==> src/rtl/disp2depth_pipe.sv <==
// Stallable disparity-to-depth converter: depth = BF / disp through a fully pipelined restoring divider.
// Optional macro DISP2DEPTH_ROUND_EN selects round-to-nearest (ties up) instead of truncating division.
module disp2depth_pipe #(
  parameter int DISP_W      = 16,
  parameter int DISP_FRAC   = 4,
  parameter int BF_W        = 24,
  parameter int DEPTH_W     = 16,
  parameter int MIN_DISP    = 1,
  parameter int INVALID_VAL = 0,
  parameter int CNT_W       = 24
) (
  input  logic               clk,
  input  logic               rst,
  input  logic               in_valid,
  output logic               in_ready,
  input  logic               in_sof,
  input  logic [DISP_W-1:0]  disp,
  input  logic [BF_W-1:0]    bf,
  input  logic               mode,
  output logic               out_valid,
  input  logic               out_ready,
  output logic               out_sof,
  output logic [DEPTH_W-1:0] depth,
  output logic [1:0]         out_flag,
  output logic [CNT_W-1:0]   invalid_cnt
);

  // One spare numerator bit keeps the rounding addend from wrapping.
  localparam int NW = BF_W + DISP_FRAC + 1;
  localparam int CW = NW + DISP_W + DEPTH_W;
  localparam int EW = DISP_W + DEPTH_W;
  localparam int S  = DEPTH_W;

  logic advance;
  logic accept;
  logic [NW-1:0] num_in;
  logic inv_in;
  logic ovf_in;

  assign advance  = ~out_valid | out_ready;
  assign in_ready = advance;
  assign accept   = in_valid & advance;

`ifdef DISP2DEPTH_ROUND_EN
  assign num_in = (NW'(bf) << DISP_FRAC) + NW'(disp >> 1);
`else
  assign num_in = NW'(bf) << DISP_FRAC;
`endif

  assign inv_in = disp < DISP_W'(MIN_DISP);
  assign ovf_in = CW'(num_in) >= (CW'(disp) << DEPTH_W);

  logic [S:0]         v_q;
  logic [S:0]         mode_q;
  logic [S:0]         sof_q;
  logic [S:0]         inv_q;
  logic [S:0]         ovf_q;
  logic [DISP_W-1:0]  disp_q [0:S];
  logic [DISP_W-1:0]  rem_q  [0:S-1];
  logic [DEPTH_W-1:0] num_q  [0:S-1];
  logic [DEPTH_W-1:0] quo_q  [0:S];

  logic [DISP_W:0] trial [1:S];
  logic [S:1]      ge;

  // Each stage shifts the next numerator bit into the remainder and tries to subtract the divisor.
  always_comb begin
    for (int k = 1; k <= S; k++) begin
      trial[k] = {rem_q[k-1], num_q[k-1][DEPTH_W-1]};
      ge[k]    = trial[k] >= {1'b0, disp_q[k-1]};
    end
  end

  logic [EW-1:0]      int_ext;
  logic               int_sat;
  logic [DEPTH_W-1:0] depth_d;
  logic [1:0]         flag_d;

  assign int_ext = EW'(disp_q[S] >> DISP_FRAC);
  assign int_sat = (int_ext >> DEPTH_W) != '0;

  always_comb begin
    depth_d = quo_q[S];
    flag_d  = 2'b00;
    if (inv_q[S]) begin
      depth_d = DEPTH_W'(INVALID_VAL);
      flag_d  = 2'b01;
    end else if (mode_q[S]) begin
      if (int_sat) begin
        depth_d = '1;
        flag_d  = 2'b10;
      end else begin
        depth_d = DEPTH_W'(int_ext);
      end
    end else if (ovf_q[S]) begin
      depth_d = '1;
      flag_d  = 2'b10;
    end
  end

  always_ff @(posedge clk) begin
    if (rst) begin
      v_q         <= '0;
      out_valid   <= 1'b0;
      depth       <= '0;
      out_flag    <= 2'b00;
      out_sof     <= 1'b0;
      invalid_cnt <= '0;
    end else begin
      if (advance) begin
        v_q[0]    <= in_valid;
        disp_q[0] <= disp;
        mode_q[0] <= mode;
        sof_q[0]  <= in_sof;
        inv_q[0]  <= inv_in;
        ovf_q[0]  <= ovf_in;
        // When no overflow, the bits above DEPTH_W are already smaller than disp.
        rem_q[0]  <= DISP_W'(num_in >> DEPTH_W);
        num_q[0]  <= DEPTH_W'(num_in);
        quo_q[0]  <= '0;
        for (int k = 1; k <= S; k++) begin
          v_q[k]    <= v_q[k-1];
          disp_q[k] <= disp_q[k-1];
          mode_q[k] <= mode_q[k-1];
          sof_q[k]  <= sof_q[k-1];
          inv_q[k]  <= inv_q[k-1];
          ovf_q[k]  <= ovf_q[k-1];
          quo_q[k]  <= (quo_q[k-1] << 1) | DEPTH_W'(ge[k]);
        end
        for (int k = 1; k < S; k++) begin
          rem_q[k] <= DISP_W'(ge[k] ? trial[k] - {1'b0, disp_q[k-1]} : trial[k]);
          num_q[k] <= num_q[k-1] << 1;
        end
        out_valid <= v_q[S];
        out_sof   <= sof_q[S];
        depth     <= depth_d;
        out_flag  <= flag_d;
      end
      if (accept) begin
        if (in_sof) begin
          invalid_cnt <= CNT_W'(inv_in);
        end else if (inv_in && invalid_cnt != '1) begin
          invalid_cnt <= invalid_cnt + CNT_W'(1);
        end
      end
    end
  end

endmodule

==> config.mk <==
export PLATFORM = sky130hd
export DESIGN_NAME = disp2depth_pipe
export DESIGN_NICKNAME = d
export VERILOG_FILES = /design/src/rtl/disp2depth_pipe.sv
export SDC_FILE = /design/constraint.sdc
export NUM_CORES = 1
export LEC_CHECK = 0
export BUFFER_PORTS_ARGS = -buffer_cell sky130_fd_sc_hd__buf_2
export CAP_MARGIN = 15
export CORE_ASPECT_RATIO = 1.5
export CORE_UTILIZATION = 30
export DETAILED_ROUTE_END_ITERATION = 7
export REMOVE_ABC_BUFFERS = 1
export SETUP_SLACK_MARGIN = 0.5
export SLEW_MARGIN = 25
export SYNTH_ARGS = -nofsm -noshare
export SYNTH_HDL_FRONTEND = slang
export SYNTH_SLANG_ARGS = --single-unit
==> constraint.sdc <==
create_clock -name clk -period 44.7 [get_ports clk]
set_clock_uncertainty 0.1 [all_clocks]
set_input_delay 8.94 -clock clk [delete_from_list [all_inputs] [get_ports clk]]
set_output_delay 8.94 -clock clk [all_outputs]
set_load 0.005 [all_outputs]
## Word level (Yosys, flattened, before mapping)

Memories as Yosys holds them, arrays and structs flattened.
Index checks and enable logic that the tools add are counted.
W data, S select, Z words.

- $add $sub $neg: 16
- $lt $le $gt $ge: 18
- Equal/unequal tests: 1
- Mux-type cells: 26
- Bitwise logic cells: 20
- Reduce and logical (&&, ||, !) cells: 4

Operators with widths:

| cell | number |
|---|---|
| $mux W16 | 18 |
| $ge A17 B16 Y1 | 16 |
| $or A16 B1 Y16 | 16 |
| $sub A16 B16 Y16 | 15 |
| $mux W24 | 2 |
| $ge A28 B32 Y1 | 1 |
| $add A24 B1 Y24 const B | 1 |
| $ne A24 B24 Y1 const B | 1 |
| $lt A16 B1 Y1 const B | 1 |
| $mux W2 | 3 |
| $reduce_and A2 Y1 | 2 |
| $mux W1 | 3 |
| $not A1 Y1 | 2 |
| $reduce_bool A2 Y1 | 1 |
| $and A1 B1 Y1 | 1 |
| $logic_and A1 B1 Y1 | 1 |
| $or A1 B1 Y1 | 1 |

- Flip-flop bits (word level): 129
- Bits in writable memories: 1040
- Bits of input ports: 46
- Word-level logic and storage cells: 99
- Memories kept: 4

Memories:

| memory | words | bits a word | read ports | clocked after memory_dff | write ports | line | source |
|---|---|---|---|---|---|---|---|
| disp_q | 17 | 16 | 17 | 0 | 17 | 58 | `logic [DISP_W-1:0] disp_q [0:S];` |
| quo_q | 17 | 16 | 17 | 0 | 17 | 61 | `logic [DEPTH_W-1:0] quo_q [0:S];` |
| rem_q | 16 | 16 | 16 | 0 | 16 | 59 | `logic [DISP_W-1:0] rem_q [0:S-1];` |
| num_q | 16 | 15 | 16 | 0 | 16 | 60 | `logic [DEPTH_W-1:0] num_q [0:S-1];` |

## Depth between registers and ports, before layout

- Depth in word-level cells: 5
- Mapped depth: 12
- Mapped depth without buffers: 10

## Least setup slack after synthesis

No wires, ideal clock.

- Path kind: input-to-reg
- Start: in rst
- End: mem disp_q[0][0] (enable)
- Setup time: 1.995 ns
- Arrival: 42.518 ns
- Required time: 42.605 ns
- Path slack: 0.087 ns
- Cell stages on the path: 3
- Cell sequence: clkbuf_1 > clkbuf_1 > nor2_1

RTL lines:

| item | line | source |
|---|---|---|
| start: declaration | 13 | `input logic rst,` |
| end: declaration | 58 |  |

## Worst setup path in the final report

- Start: in out_ready
- End: out in_ready

- Cells in the longest elaborated chain, start to end: 1

Ends and longest elaborated chain:

| item | line | source |
|---|---|---|
| start: declaration | 21 | `input logic out_ready,` |
| $or A1 B1 Y1 | 40 | `assign advance = ~out_valid \| out_ready;` |
| end: declaration | 15 | `output logic in_ready,` |

Every way passes these cells.

==> impl_metrics.env <==
export IMPL_grt_pass1_vias=27000
export IMPL_clock_sinks=863
export IMPL_synth_xor_area_frac=0.0292
export IMPL_cp_end_kind="output pin"
export IMPL_netlist_area_sq_um=42300
export IMPL_synthMuxAreaShare=0.0387
export IMPL_via_per_inst=4.75
export IMPL_internal_power_mw=2.01
export IMPL_nNetsFinal=3882
export IMPL_vias=26100
export IMPL_tightest_slew_ns=1.19
export IMPL_synth_area_leaders="edfxtp_1 (57%), ha_1 (7.8%), mux2_2 (3.0%)"
export IMPL_total_leakage_power_nw=18.6
export IMPL_drive_above_1_share=0.113
export IMPL_gr_total_overflow=0
export IMPL_htree_levels=3
export IMPL_die_area_sq_um=143000
export IMPL_synth_fa_ha_area_frac=0.0854
export IMPL_drv_cap=0
export IMPL_combinationalPowerShare=0.350
export IMPL_port_buffers=90
export IMPL_p_seq_frac=0.392
export IMPL_p_per_area_nw_per_um2=61.2
export IMPL_drcViolationCount=0
export IMPL_cts_resized=0
export IMPL_cts_made_buffers=94
export IMPL_synth_ff_type="edfxtp_1"
export IMPL_tns_ns=0
export IMPL_die_y_um=462
export IMPL_drtIter0Drc=1410
export IMPL_synth_cells=3416
export IMPL_wl_mm=81.1
export IMPL_fin_crit_sh=0.420
export IMPL_rsz0062_at_grt="no"
export IMPL_hold_viol=0
export IMPL_initial_utilization=0.303
export IMPL_outcome="completed"
export IMPL_synth_top_area_share=0.569
export IMPL_irDropWorstVdd_mv=0.0320
export IMPL_grt_pass1_wl_mm=130
export IMPL_min_period_ns=18.79
export IMPL_grt_max_degree=205
export IMPL_drv_slew=0
export IMPL_slew_headroom=0.200
export IMPL_place_ws_ns=25.89
export IMPL_place_gp_congestion=0.924
export IMPL_synth_top_family_by_area="compound AO/OA/AOI/OAI gates"
export IMPL_ys_ff_latch=863
export IMPL_synth_compound_area_frac=0.123
export IMPL_min_path_type="reg2reg"
export IMPL_diodes=0
export IMPL_row_count=168
export IMPL_path_clk_slew_ns=0.06
export IMPL_synth_simple_gate_area_frac=0.0905
export IMPL_core_area_sq_um=140000
export IMPL_yosysSeqAreaShare=0.598
export IMPL_path_max_fanout=21
export IMPL_drtAntennaViolNets=0
export IMPL_clockBufferDepth=3
export IMPL_fin_ws_ns=25.92
export IMPL_die_w_um=309
export IMPL_cts_setup_buffers=0
export IMPL_async_flop_share=0
export IMPL_pwr_share_clk=0.258
export IMPL_synthDistinctLibCells=89
export IMPL_power_mw=2.95
export IMPL_root_buffer="clkbuf_16"
export IMPL_required_ns=35.66
export IMPL_ys_warnings_count=0
export IMPL_wire_per_inst_um=14.7
export IMPL_clk_latency_ns=0.65
export IMPL_synth_largest_area_cell="edfxtp_1"
export IMPL_cts_tree="done"
export IMPL_switchingPower_uw=931
export IMPL_start_kind="input port"
export IMPL_max_freq_mhz=53.2
export IMPL_postSynthAreaPerCell_sq_um=12.4
export IMPL_ctsHoldBuffers=0
export IMPL_crit_arrival_ns=9.74
export IMPL_grt_usage=0.113
export IMPL_setup_worst_path_class="in2out"
export IMPL_io_pins=91
export IMPL_final_setup_viol_count=0
export IMPL_synth_enable_flop_cells=802
export IMPL_dp_hpwl_mm=58.9
export IMPL_dr_pass1_iters=7
export IMPL_netSwitchingFraction=0.316
export IMPL_syn2layout_area_growth_pct=13.8
export IMPL_antenna_found_initial=2
## cells in the mapped netlist, types with 52 or more instances
library cell    n
a21o_1         67
nand2_1       207
dfxtp_1        61
o21a_1         52
inv_1         331
xnor2_1        90
mux2_2        112
nor2_1        227
ha_1          265
o21ai_0       184
a21oi_1       210
edfxtp_1      802
nor3_1         61
## final timing paths
path	cells past startpoint	slack [ns]	startpoint	end
setup / recovery	4	25.92	out_ready	in_ready
hold / removal	0	0.30	quo_q[0][253]$_DFFE_PP_	quo_q[0][270]$_DFFE_PP_
setup reg to reg	7	39.60	out_valid$_SDFFE_PP0N_	disp_q[0][25]$_DFFE_PP_
hold reg to reg	0	0.30	quo_q[0][253]$_DFFE_PP_	quo_q[0][270]$_DFFE_PP_
## power by group through the flow
stage / sequential (mW) / clock (mW) / combinational, mW
3_3_place_gp: 1.17 / 0 / 1.00
5_1_grt: 1.17 / 0.816 / 1.14
2_1_floorplan: 1.19 / 0 / 0.807
3_5_place_dp: 1.17 / 0 / 1.03
4_1_cts: 1.15 / 0.785 / 1.03
6_report: 1.15 / 0.761 / 1.03
## layout make-up
class / count / area [sq um]
Fill cell: 13700 / 91600
Multi-Input combinational cell: 2158 / 15600
Inverter: 332 / 1250
Timing Repair Buffer: 107 / 622
Clock buffer: 128 / 2620
Sequential cell: 863 / 25300
Tap cell: 1870 / 2340
Clock inverter: 44 / 447
## flip-flops by register name (all words and copies together) (netlist names)
register     cells
ovf_q           17
depth           16
out_sof          1
disp_q         268
mode_q          17
invalid_cnt     24
out_valid        1
quo_q          136
sof_q           17
num_q           78
rem_q          252
inv_q           17
v_q             17
out_flag         2
## routing by layer
metal	global-route usage	wire, um	vias up
li1	-	-	12900
met1	0.0970	27800	12500
met2	0.237	46900	479
met3	0.0170	2510	230
met4	0.0622	3980	0
met5	0	0	-
## logic make-up after synthesis
family,after synthesis
compound gates,798
fa+ha+maj,280
buf+inv,395
simple gates,793
flops,863
xor+xnor,141
mux,146
## critical path: stages
cell and delay [ns]:
buf_2 0.10, nor2b_4 0.05, inv_1 0.43, buf_2 0.22
## cell usage in the layout (no fill, tap or decap), drive strengths merged, types with 10 or more instances in the layout
cell,synthesis,routed
edfxtp,802,802
inv,332,334
ha,265,265
nor2,229,229
a21oi,212,212
nand2,207,207
o21ai,187,187
clkbuf,43,128
mux2,119,119
buf,20,107
xnor2,90,90
a21o,67,67
nor3,62,62
dfxtp,61,61
o21a,52,52
xor2,51,51
nand3,47,47
nor2b,47,47
nand4,43,43
nand2b,40,40
o31ai,37,37
a31oi,35,35
clkinv,0,32
a211oi,29,29
mux2i,27,27
o22ai,21,21
a21boi,20,20
and2,18,18
and3,18,18
or2,17,17
o31a,17,17
or3,16,16
fa,15,15
o211ai,14,14
a41oi,13,13
nor4,12,12
and4,10,10
## per-stage QoR
step	std cells	cell area, sq um	utilization	hold slack, ns
6_report	5502	48200	0.345	0.305
4_1_cts	5500	48100	0.344	0.295
2_1_floorplan	3353	42100	-	0.300
3_5_place_dp	5328	45100	0.322	0.305
3_3_place_gp	5328	45000	0.322	0.301
5_1_grt	5502	48200	0.345	0.307
No activity file was read; power rests on OpenSTA's default activity.
